## config.mk

```make
export PLATFORM = sky130hd
export DESIGN_NAME = fetch_decode_unit_flat
export DESIGN_NICKNAME = d
export VERILOG_FILES = /design/src/rtl/fetch_decode_unit_if.sv /design/src/rtl/fetch_decode_unit.sv /design/src/flat_wrapper.sv
export SDC_FILE = /design/constraint.sdc
export NUM_CORES = 1
export LEC_CHECK = 0
export ABC_AREA = 1
export CORE_UTILIZATION = 65
export DETAILED_ROUTE_END_ITERATION = 16
export PLACE_DENSITY = 0.84
export SLEW_MARGIN = 20
export SYNTH_ARGS = -nofsm -noshare
export SYNTH_HDL_FRONTEND = slang
export SYNTH_SLANG_ARGS = --single-unit
```

## constraint.sdc

```tcl
create_clock -name clk -period 3.81 [get_ports clk]
set_clock_uncertainty 0.2 [all_clocks]
set_input_delay 0.381 -clock clk [delete_from_list [all_inputs] [get_ports clk]]
set_output_delay 0.381 -clock clk [all_outputs]
set_load 0.01 [all_outputs]
```

## src/rtl/fetch_decode_unit_if.sv

```systemverilog
// Bundle of program-load, run-control and ALU-issue signals for fetch_decode_unit.
// The DUT uses the slave modport; the driver of loads, runs and out_ready uses master.
interface fetch_decode_unit_if #(
    parameter int DEPTH = 16,
    parameter int IW    = 19
) ();
    localparam int PC_W = $clog2(DEPTH);

    logic            load_en;
    logic [PC_W-1:0] load_addr;
    logic [IW-1:0]   load_data;
    logic [PC_W:0]   prog_len;
    logic            start;
    logic            abort;
    logic            out_ready;
    logic            out_valid;
    logic [7:0]      a;
    logic [7:0]      b;
    logic [2:0]      opcode;
    logic [PC_W-1:0] pc;
    logic            busy;
    logic            done;

    modport master (
        output load_en, load_addr, load_data, prog_len, start, abort, out_ready,
        input  out_valid, a, b, opcode, pc, busy, done
    );

    modport slave (
        input  load_en, load_addr, load_data, prog_len, start, abort, out_ready,
        output out_valid, a, b, opcode, pc, busy, done
    );
endinterface

```

## src/rtl/fetch_decode_unit.sv

```systemverilog
// Program store plus IDLE/FETCH/ISSUE/DONE sequencer that feeds decoded words to an ALU stage.
// Build macro FDU_LOOP_EN: the program repeats from address 0 until abort instead of finishing.
module fetch_decode_unit #(
    parameter int DEPTH = 16,
    parameter int IW    = 19
) (
    input  logic               clk,
    input  logic               rst,
    fetch_decode_unit_if.slave bus
);
    localparam int PC_W  = $clog2(DEPTH);
    localparam int LEN_W = PC_W + 1;

    typedef enum logic [1:0] {IDLE, FETCH, ISSUE, DONE} state_t;

    state_t           state_q, state_d;
    logic [IW-1:0]    mem_q [DEPTH];
    logic [IW-1:0]    mem_d [DEPTH];
    logic [PC_W-1:0]  pc_q, pc_d;
    logic [LEN_W-1:0] len_q, len_d;
    logic [2:0]       opcode_q, opcode_d;
    logic [7:0]       a_q, a_d;
    logic [7:0]       b_q, b_d;
    logic             valid_q, valid_d;
    logic             busy_q, busy_d;
    logic             done_q, done_d;
    logic             handshake;
    logic             last;
    logic [IW-1:0]    fetch_word;

    assign handshake  = valid_q & bus.out_ready;
    assign last       = ({1'b0, pc_q} == (len_q - LEN_W'(1)));
    assign fetch_word = mem_q[pc_q];

    always_comb begin
        state_d  = state_q;
        mem_d    = mem_q;
        pc_d     = pc_q;
        len_d    = len_q;
        opcode_d = opcode_q;
        a_d      = a_q;
        b_d      = b_q;
        valid_d  = valid_q;
        done_d   = 1'b0;

        // The store is written at the same edge that accepts start, so a run sees a same-cycle load.
        if (state_q == IDLE && bus.load_en) begin
            mem_d[bus.load_addr] = bus.load_data;
        end

        if (state_q != IDLE && bus.abort) begin
            state_d = IDLE;
            valid_d = 1'b0;
        end else begin
            case (state_q)
                IDLE: begin
                    if (bus.start) begin
                        if (bus.prog_len != '0) begin
                            len_d   = bus.prog_len;
                            pc_d    = '0;
                            state_d = FETCH;
                        end else begin
                            state_d = DONE;
                            done_d  = 1'b1;
                        end
                    end
                end
                FETCH: begin
                    opcode_d = fetch_word[IW-1 -: 3];
                    a_d      = fetch_word[15:8];
                    b_d      = fetch_word[7:0];
                    valid_d  = 1'b1;
                    state_d  = ISSUE;
                end
                ISSUE: begin
                    if (handshake) begin
                        valid_d = 1'b0;
                        if (!last) begin
                            pc_d    = pc_q + PC_W'(1);
                            state_d = FETCH;
                        end else begin
`ifdef FDU_LOOP_EN
                            pc_d    = '0;
                            state_d = FETCH;
`else
                            state_d = DONE;
                            done_d  = 1'b1;
`endif
                        end
                    end
                end
                DONE: begin
                    state_d = IDLE;
                end
                default: begin
                    state_d = IDLE;
                    valid_d = 1'b0;
                end
            endcase
        end

        busy_d = (state_d == FETCH) || (state_d == ISSUE);
    end

    always_ff @(posedge clk or negedge rst) begin
        if (!rst) begin
            state_q  <= IDLE;
            for (int i = 0; i < DEPTH; i++) begin
                mem_q[i] <= '0;
            end
            pc_q     <= '0;
            len_q    <= '0;
            opcode_q <= '0;
            a_q      <= '0;
            b_q      <= '0;
            valid_q  <= 1'b0;
            busy_q   <= 1'b0;
            done_q   <= 1'b0;
        end else begin
            state_q  <= state_d;
            mem_q    <= mem_d;
            pc_q     <= pc_d;
            len_q    <= len_d;
            opcode_q <= opcode_d;
            a_q      <= a_d;
            b_q      <= b_d;
            valid_q  <= valid_d;
            busy_q   <= busy_d;
            done_q   <= done_d;
        end
    end

    assign bus.out_valid = valid_q;
    assign bus.opcode    = opcode_q;
    assign bus.a         = a_q;
    assign bus.b         = b_q;
    assign bus.pc        = pc_q;
    assign bus.busy      = busy_q;
    assign bus.done      = done_q;
endmodule

```

## src/flat_wrapper.sv

```systemverilog
// flat-port wrapper written by rule: the top's interface ports become plain ports
module fetch_decode_unit_flat 
#(
    parameter int DEPTH = 16,
    parameter int IW    = 19
)
  (clk, rst, bus_load_en, bus_load_addr, bus_load_data, bus_prog_len, bus_start, bus_abort, bus_out_ready, bus_out_valid, bus_a, bus_b, bus_opcode, bus_pc, bus_busy, bus_done);
  fetch_decode_unit_if #(.DEPTH(DEPTH), .IW(IW)) bus_i ();
  input  logic clk;
  input  logic rst;
  input wire logic [$bits(bus_i.load_en)-1:0] bus_load_en;
  input wire logic [$bits(bus_i.load_addr)-1:0] bus_load_addr;
  input wire logic [$bits(bus_i.load_data)-1:0] bus_load_data;
  input wire logic [$bits(bus_i.prog_len)-1:0] bus_prog_len;
  input wire logic [$bits(bus_i.start)-1:0] bus_start;
  input wire logic [$bits(bus_i.abort)-1:0] bus_abort;
  input wire logic [$bits(bus_i.out_ready)-1:0] bus_out_ready;
  output wire logic [$bits(bus_i.out_valid)-1:0] bus_out_valid;
  output wire logic [$bits(bus_i.a)-1:0] bus_a;
  output wire logic [$bits(bus_i.b)-1:0] bus_b;
  output wire logic [$bits(bus_i.opcode)-1:0] bus_opcode;
  output wire logic [$bits(bus_i.pc)-1:0] bus_pc;
  output wire logic [$bits(bus_i.busy)-1:0] bus_busy;
  output wire logic [$bits(bus_i.done)-1:0] bus_done;
  assign bus_i.load_en = bus_load_en;
  assign bus_i.load_addr = bus_load_addr;
  assign bus_i.load_data = bus_load_data;
  assign bus_i.prog_len = bus_prog_len;
  assign bus_i.start = bus_start;
  assign bus_i.abort = bus_abort;
  assign bus_i.out_ready = bus_out_ready;
  assign bus_out_valid = bus_i.out_valid;
  assign bus_a = bus_i.a;
  assign bus_b = bus_i.b;
  assign bus_opcode = bus_i.opcode;
  assign bus_pc = bus_i.pc;
  assign bus_busy = bus_i.busy;
  assign bus_done = bus_i.done;
  fetch_decode_unit #(.DEPTH(DEPTH), .IW(IW)) u_core (.clk(clk), .rst(rst), .bus(bus_i));
endmodule
```

==> Word level (Yosys, flattened, before mapping) <==
Cells that the tools add are included.
{ "op_classes": {"addsub": 2, "bitwise": 4, "muxes": 26, "reduce_logical": 13, "eq_ne": 11, "magnitude_cmp": 3} }
{ "ops": {"columns": ["cell", "count"], "rows": [
  ["bitwise mux 304 bit", 1],
  ["binary-select mux 19 bit (select 4 bit)", 1],
  ["demux 19 bit (select 4 bit)", 1],
  ["2-to-1 mux 19 bit", 3],
  ["2-to-1 mux 4 bit", 4],
  [">= comparator 5 bit, second input constant", 2],
  ["2-to-1 mux 2 bit", 5],
  ["NOT 4 -> 5 bit", 2],
  ["case mux 2 bit (4 select lines)", 1],
  ["case mux 4 bit (2 select lines)", 1],
  ["2-to-1 mux 1 bit", 7],
  ["equality test 2 bit, second input constant", 3],
  ["inequality test 2 bit, second input constant", 3],
  ["AND reduction 6 bit", 1],
  ["equality test 4 x 5 -> 1 bit", 1],
  ["less-than comparator 5 x 1 -> 1 bit, second input constant", 1],
  ["nonzero test 5 bit", 1],
  ["subtractor 5 x 1 -> 5 bit, second input constant", 1],
  ["adder 4 x 1 -> 4 bit, second input constant", 1],
  ["equality test 2 x 1 -> 1 bit, second input constant", 2],
  ["case mux 1 bit (2 select lines)", 2],
  ["AND reduction 2 bit", 2],
  ["AND reduction 4 bit", 1],
  ["nonzero test 2 bit", 2],
  ["8 further kinds", 10]
]} }
{ "totals": {"output_inout_bits": 26, "reg_bits": 337, "elab_cells": 84, "input_bits": 34} }

==> Depth between registers and ports, before layout <==
Gate-level depths: netlist (run 1).
{ "depth": {"word_depth": 8, "ltp_mapped": 14, "ltp_nobuf": 14} }

==> Worst setup path after synthesis (run 1) <==
No wires, ideal clock.
{ "synth_timing": {"path_kind": "register to register", "startpoint": "register u_core.len_q[0]", "endpoint": "register u_core.pc_q[3], in the netlist u_core.bus.pc[3]", "path_buffers": 0, "arrival_ps": 1467, "setup_ps": 76, "stages_incl_launch_ff": 12, "required_time_ps": 3534, "period_less_slack_ps": 1744, "slack_ps": 2066, "cell_sequence": "dfrtp_1 inv_1 ha_1 nand2_1 inv_1 nor2_1 nand3_1 nor2_2 nand2_2 o21ai_4 nand2_1 o21ai_1"} }
{ "synth_between": {"elab_chain_len": 4} }
{ "synth_rtl": {"columns": ["item", "line_no", "source"], "rows": [
  ["start, declared", "fetch_decode_unit.sv:20", "logic [LEN_W-1:0] len_q, len_d;"],
  ["start signal, assigned", "fetch_decode_unit.sv:123", "len_q <= len_d;"],
  ["subtractor 5 x 1 -> 5 bit", "fetch_decode_unit.sv:32", "assign last = ({1'b0, pc_q} == (len_q - LEN_W'(1)));"],
  ["equality test 4 x 5 -> 1 bit", "fetch_decode_unit.sv:32", null],
  ["inequality test 2 bit (no line)", null, null],
  ["AND reduction 6 bit (no line)", null, null],
  ["end signal, assigned", "fetch_decode_unit.sv:122", "pc_q <= pc_d;"],
  ["end, declared", "fetch_decode_unit.sv:19", "logic [PC_W-1:0] pc_q, pc_d;"]
]} }
No other way between the ends.
A chain may end at the register's enable or synchronous reset.

==> Worst setup path after layout (run 1) <==
{ "layout_timing": {"startpoint": "register u_core.pc_q[0], in the netlist u_core.bus.pc[0]", "endpoint": "output bus_pc[0]"} }
{ "layout_rtl": {"columns": ["item", "line_no", "source"], "rows": [
  ["end, declared", "flat_wrapper.sv:22", "output wire logic [$bits(bus_i.pc)-1:0] bus_pc;"]
]} }
No word-level cell between the ends.

==> impl_metrics.py, run 1 <==
metrics = {
    "power_and_ir_drop": {
        "vdd_drop_max_uv": 432,
        "power_frac_clock": 0.253,
        "p_per_area_nw_per_um2": 798,
        "p_int_mw": 8.92,
        "net-switching-power_mw": 4.68,
        "power_frac_seq": 0.462,
        "leakage_nw": 7.84,
        "switching_share": 0.344,
        "p_comb_frac": 0.285,
    },
    "clocking": {
        "cts_setup_buffers": 0,
        "cts.repair.resized": 0,
        "postCtsHoldBufs": 1,
        "cts_buffers": 36,
        "cts.clk_slew.worst_paths_ps": 60,
        "clk_latency_ps": 510,
        "cts-root-buf": "clkbuf_16",
        "cts_tree": "yes",
        "htree_num_levels": 2,
        "clk_path_buf_depth": 3,
        "cts_sinks": 337,
    },
    "timing": {
        "setup_tns_ps": 0,
        "setup_viol": 0,
        "timing.final.crit_share": 0.737,
        "min_period_ps": 2810,
        "grt_setup_unrepaired": "false",
        "worstMarginPinSlew_ps": 1090,
        "hold_slack_ps": 272,
        "hold_violations": 0,
        "timing.fmax_ghz": 0.356,
        "slew_headroom": 0.273,
        "finalMaxSlewViolations": 0,
    },
    "routing": {
        "dr.pass1.iters": 5,
        "ant_nets": 0,
        "wl_um": 42300,
        "drt_iter0_drc": 1745,
        "remaining_drc_errors": 0,
        "dr_total_vias": 13200,
        "routed_via_density": 6.34,
        "wl_per_cell_um": 20.3,
    },
    "logic_synthesis": {
        "postSynthCellCount": 1766,
        "ys_seq_area_frac": 0.549,
        "synthArstFlopShare": 1.00,
        "syn-cell-area_um2": 15400,
        "synth_nets": 1802,
        "synth.avg_cell_area_um2": 8.71,
        "synth_edf_count": 0,
        "yosys_most_used_dff": "dfrtp_1",
        "yosysWarnings": 0,
        "ys_seq_elements": 337,
        "synth.distinct_cells": 28,
    },
    "final_layout": {
        "multi_input_area_um2": 5970,
        "fin_nets": 1783,
        "utilization": 0.743,
        "drive_above_1_share": 0.0576,
        "num_antenna_cells": 0,
        "fillCellCount": 1655,
        "syn_to_final_growth_pct": 10.8,
        "regArea_um2": 8440,
    },
    "hold_path": {
        "hold_class": "in -> reg",
    },
    "placed_design": {
        "gp_congestion": 0.853,
        "hpwl_um": 22000,
        "portBuffers": 59,
    },
    "floorplanning": {
        "initial_core_util": 0.671,
        "die_w_um": 156,
        "die_h_um": 156,
        "dieArea_um2": 24300,
        "io_pins": 60,
        "core_area_um2": 22900,
        "fp-row-count": 55,
    },
    "critical_path": {
        "crit_arrival_ps": 2230,
        "cp-start-kind": "flip-flop",
        "cp_cell_sequence": "buf_12 -> clkdlybuf4s50_1",
        "crit_type": "reg -> out",
        "critPathSlowestCell": "clkdlybuf4s50_1",
        "worstPathRequired_ps": 3230,
        "cp-end-kind": "output pin",
        "max_stage_delay_ps": 670,
        "path_max_fanout": 159,
        "cp.buffers_inverters": 2,
        "cp_top_family": "buffers and inverters",
    },
    "grt": {
        "grt_pass1_wl_um": 67400,
        "grt_usage": 0.360,
        "first_global_vias": 12700,
        "antenna_found_initial": 0,
        "grt-ovfl-total": 0,
        "grt_max_degree": 160,
    },
    "outcome": {
        "outcome": "complete, no violations",
    },
    "flow_run": {
        "cap_violations": 0,
    },
}
-- state kept, by name, summed over array words and instances (netlist names) --
| name | cells |
|---|---|
| u_core.bus.a | 8 |
| u_core.bus.b | 8 |
| u_core.bus.busy | 1 |
| u_core.bus.done | 1 |
| u_core.bus.opcode | 3 |
| u_core.bus.out_valid | 1 |
| u_core.bus.pc | 4 |
| u_core.len_q | 5 |
| u_core.mem_q | 304 |
| u_core.state_q | 2 |
-- through the flow --
stage	power, mW	cell area (um^2)	std cells	setup slack [ps]
global placement	9.80	15900	2021	1170
floorplan	8.83	15400	1766	2070
global route	14.4	17000	2084	996
CTS	13.5	17000	2084	1060
finish	13.6	17000	2084	1000
detailed placement	10.0	15900	2021	1100
-- layout make-up --
cell class,count,share of cell area
timing repair buffer,93,0.0538
tap,313,0.0230
multi-input combinational,1233,0.350
clock inverter,9,0.00558
inverter,46,0.0103
clock buffer,53,0.0614
sequential,337,0.496
-- Yosys cell counts, drive strengths merged (3+ instances only) --
cell    instances  area (um^2)
o21bai         76          571
nor3            3         15.0
a21oi           6         30.0
o211ai         19          143
nor2          172          677
nand2         443         1670
o21a           19          143
nand3          47          235
dfrtp         337         8430
o221ai         57          499
buf            76          522
o21ai         387         1950
clkbuf         74          280
inv            46          173
-- cells by family (layout without fill, tap and decap cells) --
group | after synthesis | in the layout | share of synthesized area
adders and majority gates | 2 | 2 | 0.00163
AOI/OAI and AO/OA | 564 | 564 | 0.217
and+or+nand+nor | 667 | 667 | 0.170
DFF | 337 | 337 | 0.549
buffers and inverters | 196 | 201 | 0.0634
-- tightest hold or removal path, stage by stage --
cell,delay (ps)
clkdlybuf4s50_1,400
inv_1,80
o21ai_0,80
-- power by group through the flow --
stage,clock network (mW),logic (mW),registers (mW)
3_5_place_dp,0,3.81,6.24
4_1_cts,3.44,3.86,6.23
3_3_place_gp,0,3.60,6.20
6_report,3.43,3.88,6.29
5_1_grt,3.60,4.40,6.44
2_1_floorplan,0,2.82,6.00
-- layer usage --
metal | part of all wire | track usage | vias up
li1 | - | - | 5892
met1 | 0.40 | 0.494 | 6414
met2 | 0.46 | 0.559 | 793
met3 | 0.11 | 0.0728 | 119
met4 | 0.035 | 0.159 | 0
met5 | 0 | 0 | -
-- cells in the final DEF, fill, tap and decap left out, types with 2 or more instances in the layout --
master,count
bufinv_16,2
dfrtp_4,2
o21ai_1,114
nor2_2,4
nand3_1,47
inv_2,2
clkbuf_8,6
buf_4,28
o21ai_0,272
clkbuf_16,37
o21bai_1,76
nand2_2,2
clkdlybuf4s50_1,58
nor2_1,166
o21a_1,19
o221ai_1,57
nor3_1,3
o211ai_1,19
ha_1,2
inv_1,43
clkinv_2,7
nand2_1,441
clkbuf_1,10
a21oi_1,6
buf_12,5
dfrtp_1,334
-- path summary, 6_finish.rpt --
kind,slack (ps),start,cells after the start,endpoint
worst max-delay path,1000,u_core.bus.pc[0]$_DFFE_PN0P_,2,bus_pc[0]
worst min-delay path,270,bus_prog_len[3],3,u_core.len_q[3]$_DFFE_PN0P_
worst max register to register,1240,u_core.state_q[0]$_DFF_PN0_,7,u_core.mem_q[72]$_DFFE_PN0P_
worst min register to register,280,u_core.mem_q[88]$_DFFE_PN0P_,2,u_core.mem_q[88]$_DFFE_PN0P_
max in group asynchronous,2110,rst,3,u_core.mem_q[45]$_DFFE_PN0P_
min in group asynchronous,280,rst,2,u_core.mem_q[49]$_DFFE_PN0P_
No activity file was read; power rests on OpenSTA's default activity.
==> run 2, diff against run 1 <==
- CORE_UTILIZATION: 65 -> 61
- PLACE_DENSITY: 0.84 -> 0.8
- clock period: 3.81 -> 2.6 ns (I/O delays scaled with it)
==> run 2 against run 1 <==
Net effect:
- sequential power rose by 47%
- first-iteration DRC count decreased by 4.9%
- global-route usage fell by 2.1 points
- core utilization down 3.8 points
- setup slack worse by 840 ps
- largest cell class unchanged
==> impl_metrics.py, run 2 (same netlist as run 1, synthesis figures left out) <==
metrics = {
    "power_and_ir_drop": {
        "vdd_drop_max_uv": 629,
        "leakage_nw": 7.98,
        "p_per_area_nw_per_um2": 1150,
        "total_power_mw": 19.9,
    },
    "critical_path": {
        "worstPathRequired_ps": 2140,
        "max_stage_delay_ps": 810,
        "crit_arrival_ps": 1970,
        "cp-start-kind": "flip-flop",
        "path_max_fanout": 57,
        "cp.buffers_inverters": 1,
        "rr_endpoint": "u_core.bus.a[5]$_DFFE_PN0P_",
        "cp_cell_sequence": "clkdlybuf4s50_1",
        "cp-endpoint": "bus_pc[1]",
        "critPathSlowestCell": "dfrtp_4",
        "crit_type": "reg -> out",
        "reg2reg_slack_ps": 380,
        "cp-end-kind": "output pin",
        "path_depth": 1,
        "reg2regPathDepth": 7,
        "cp-startpoint": "u_core.bus.pc[1]$_DFFE_PN0P_",
        "r2r-start": "u_core.bus.pc[1]$_DFFE_PN0P_",
        "cp_top_family": "flip-flops",
    },
    "final_layout": {
        "layout_commonest_cell": "nand2_1",
        "largest-register": "u_core.mem_q",
        "finalInstanceArea_um2": 17300,
        "syn_to_final_growth_pct": 12.6,
        "drive_above_1_share": 0.0630,
        "num_antenna_cells": 0,
        "largest_reg_flops": 304,
        "layout_common_cells": "nand2_1 (441), dfrtp_1 (334), o21ai_0 (272)",
        "utilization": 0.706,
        "fin_cells": 2103,
        "fin_nets": 1792,
    },
    "floorplanning": {
        "fp-row-count": 57,
        "dieArea_um2": 25800,
        "die_h_um": 161,
        "io_pins": 60,
        "initial_core_util": 0.627,
        "core_area_um2": 24500,
        "die_w_um": 161,
    },
    "outcome": {
        "outcome": "complete, no violations",
    },
    "clocking": {
        "cts_sinks": 337,
        "cts.repair.resized": 0,
        "postCtsHoldBufs": 1,
        "clk_path_buf_depth": 3,
        "cts-root-buf": "clkbuf_16",
        "cts.clk_slew.worst_paths_ps": 60,
        "cts_buffers": 35,
        "cts_setup_buffers": 0,
        "cts_tree": "yes",
        "htree_num_levels": 2,
        "clk_latency_ps": 510,
    },
    "routing": {
        "routed_via_density": 6.17,
        "wl_um": 42600,
        "dr_total_vias": 13000,
        "drt_iter0_drc": 1660,
        "remaining_drc_errors": 0,
        "ant_nets": 0,
        "dr.pass1.iters": 8,
        "wl_per_cell_um": 20.3,
    },
    "placed_design": {
        "gp_congestion": 0.858,
        "hpwl_um": 23400,
        "placed_area_um2": 16200,
        "place_inst": 2042,
        "post-place-ws_ps": 487,
        "portBuffers": 59,
    },
    "timing": {
        "slew_headroom": 0.602,
        "setup_viol": 0,
        "timing.fmax_ghz": 0.411,
        "worstMarginPinSlew_ps": 596,
        "timing.final.crit_share": 0.937,
        "hold_violations": 0,
        "setup_ws_ps": 165,
        "setup_tns_ps": 0,
        "finalMaxSlewViolations": 0,
        "min_period_ps": 2430,
        "grt_setup_unrepaired": "false",
        "hold_slack_ps": 84.6,
    },
    "grt": {
        "grt-ovfl-total": 0,
        "grt_usage": 0.339,
        "grt_pass1_wl_um": 68200,
        "grt_max_degree": 105,
        "first_global_vias": 12600,
        "antenna_found_initial": 0,
    },
    "flow_run": {
        "cap_violations": 0,
    },
    "hold_path": {
        "hold_class": "in -> async",
    },
}
run 2: changes by cell type in the layout (fill, tap and decap cells not counted), sizes merged:
cell,previous run,this run
clkbuf,53,55
clkinvlp,0,1
clkinv,7,4
buf,34,44
bufinv,2,0
run 2: worst min path at each step:
stage,from,endpoint,slack (ps),depth (start not counted)
floorplan,rst,u_core.bus.a[0]$_DFFE_PN0P_,-240,0
global placement,rst,u_core.mem_q[87]$_DFFE_PN0P_,40,1
detailed placement,rst,u_core.mem_q[182]$_DFFE_PN0P_,40,1
global route,rst,u_core.mem_q[182]$_DFFE_PN0P_,130,2
CTS,rst,u_core.mem_q[181]$_DFFE_PN0P_,110,2
finish,rst,u_core.mem_q[106]$_DFFE_PN0P_,80,2
run 2: final cells by class:
class	instances	area, um^2
sequential	337	8440
clock buffer	55	1090
fill	1818	7220
clock inverter	5	27.5
tap	324	405
inverter	46	175
timing repair buffer	103	1200
multi-input combinational	1233	5970
run 2: power by group:
group | switching (mW) | internal [mW] | total [mW]
Sequential | 1.56 | 7.69 | 9.25
Clock | 2.02 | 2.88 | 4.90
Combinational | 3.23 | 2.48 | 5.70
Total | 6.81 | 13.0 | 19.9
run 2: routing by layer:
metal  vias up  share of wire  routed length, um  global-route usage
met5         -              0                  0                   0
met4         0          0.036               1550               0.142
met3       122          0.085               3630              0.0625
met2       632           0.47              19900               0.537
met1      6326           0.41              17500               0.462
li1       5902              -                  -                   -
==> run 3, diff against run 2 <==
==> constraint.sdc (replaced) <==
create_clock -name clk -period 2.6 [get_ports clk]
set_clock_uncertainty 0.2 [all_clocks]
set_input_delay 0.26 -clock clk [delete_from_list [all_inputs] [get_ports clk]]
set_output_delay 0.26 -clock clk [all_outputs]
set_load 0.05 [all_outputs]
==> run 3 against run 2 <==
Net effect:
- first-iteration DRC count fell by 1.4%
- fmax shrank 4.0%
- critical path depth unchanged
- non-clock buffer count rose by 4
- sequential power about the same
- via count is essentially flat
- final cell count grew 0.38%
- final area rose by 0.80%
- core utilization increased by 0.57 points
- global-route usage shrank 0.28 points
==> impl_metrics.py, run 3 (same netlist as run 1, synthesis figures left out) <==
metrics = {
    "outcome": {
        "outcome": "complete, no violations",
    },
    "critical_path": {
        "worstPathRequired_ps": 2140,
        "crit_arrival_ps": 2080,
        "path_depth": 1,
        "cp-start-kind": "flip-flop",
        "path_max_fanout": 37,
        "cp_top_family": "buffers and inverters",
        "crit_type": "reg -> out",
        "cp_cell_sequence": "clkdlybuf4s50_1",
        "cp.buffers_inverters": 1,
        "max_stage_delay_ps": 890,
        "cp-end-kind": "output pin",
        "reg2regPathDepth": 8,
        "critPathSlowestCell": "clkdlybuf4s50_1",
    },
    "final_layout": {
        "multi_input_area_um2": 5970,
        "fin_nets": 1798,
        "finalInstanceArea_um2": 17500,
        "num_antenna_cells": 0,
        "drive_above_1_share": 0.0705,
        "layout_commonest_cell": "nand2_1",
        "fillCellCount": 1820,
        "regArea_um2": 8440,
        "utilization": 0.711,
        "layout_common_cells": "nand2_1 (441), dfrtp_1 (334), o21ai_0 (272)",
        "syn_to_final_growth_pct": 13.5,
        "largest-register": "u_core.mem_q",
        "largest_reg_flops": 304,
    },
    "timing": {
        "min_period_ps": 2540,
        "setup_tns_ps": 0,
        "finalMaxSlewViolations": 0,
        "timing.fmax_ghz": 0.394,
        "grt_setup_unrepaired": "false",
        "hold_violations": 0,
        "setup_viol": 0,
        "worstMarginPinSlew_ps": 728,
        "slew_headroom": 0.514,
        "timing.final.crit_share": 0.976,
    },
    "clocking": {
        "cts_setup_buffers": 0,
        "cts-root-buf": "clkbuf_16",
        "cts_tree": "yes",
        "clk_latency_ps": 520,
        "cts.clk_slew.worst_paths_ps": 60,
        "cts_sinks": 337,
        "htree_num_levels": 2,
        "clk_path_buf_depth": 3,
        "cts_buffers": 37,
    },
    "placed_design": {
        "hpwl_um": 24100,
        "placed_area_um2": 16300,
        "portBuffers": 59,
        "gp_congestion": 0.831,
    },
    "grt": {
        "grt_max_degree": 84,
        "grt_pass1_wl_um": 67700,
        "antenna_found_initial": 0,
        "grt_usage": 0.336,
        "grt-ovfl-total": 0,
        "first_global_vias": 12500,
    },
    "routing": {
        "wl_per_cell_um": 20.2,
        "dr_total_vias": 13000,
        "remaining_drc_errors": 0,
        "routed_via_density": 6.15,
        "drt_iter0_drc": 1637,
        "dr.pass1.iters": 6,
        "ant_nets": 0,
        "wl_um": 42600,
    },
    "hold_path": {
        "hold_class": "in -> async",
    },
    "floorplanning": {
        "die_h_um": 161,
        "initial_core_util": 0.627,
        "die_w_um": 161,
        "fp-row-count": 57,
        "core_area_um2": 24500,
        "io_pins": 60,
        "dieArea_um2": 25800,
    },
    "power_and_ir_drop": {
        "vdd_drop_max_uv": 574,
        "p_per_area_nw_per_um2": 1180,
        "leakage_nw": 8.06,
    },
    "flow_run": {
        "cap_violations": 0,
    },
}
[run 3: final cells by class]
type	count	area share
Clock buffer	52	0.0626
Clock inverter	12	0.00538
Inverter	46	0.0100
Multi-Input combinational cell	1233	0.342
Sequential cell	337	0.484
Tap cell	324	0.0232
Timing Repair Buffer	107	0.0732
[run 3: power breakdown]
part / leakage, nW / internal [mW] / switching (mW)
clock: 0.595 / 3.02 / 2.09
sequential: 4.35 / 7.69 / 1.56
combinational: 3.11 / 2.54 / 3.78
total: 8.06 / 13.3 / 7.43
[run 3: per-layer routing]
layer  vias to the layer above  GRT usage  wire [um]
met5                         -          0          0
met1                      6334      0.467      17400
met3                       117     0.0635       3980
met2                       613      0.530      19700
li1                       5926          -          -
met4                         0      0.121       1480
[run 3: final timing paths]
path,slack (ps),from,endpoint
hold / removal,90,rst,u_core.mem_q[68]$_DFFE_PN0P_
min in group clk,160,bus_prog_len[3],u_core.len_q[3]$_DFFE_PN0P_
max in group asynchronous,1340,rst,u_core.bus.a[5]$_DFFE_PN0P_
setup reg to reg,390,u_core.bus.pc[0]$_DFFE_PN0P_,u_core.bus.a[7]$_DFFE_PN0P_
hold reg to reg,280,u_core.bus.b[0]$_DFFE_PN0P_,u_core.bus.b[0]$_DFFE_PN0P_
setup / recovery,60,u_core.bus.pc[1]$_DFFE_PN0P_,bus_pc[1]
[run 3: stage by stage]
stage	power [mW]	std cells	setup WS (ps)	hold slack (ps)
4_1_cts	20.6	2111	62.4	113
6_report	20.7	2111	62.8	90.7
3_5_place_dp	15.4	2046	455	43.9
2_1_floorplan	13.5	1766	640	-236
3_3_place_gp	15.1	2046	477	46.8
5_1_grt	21.9	2111	9.77	137
[run 3: timing repair]
item | in CTS | in global routing
endpoints found under the hold margin | 311 | 0
endpoints found under the setup margin | 1 | 0
hold buffers | 1 | 0
resized for setup | 1 | 0
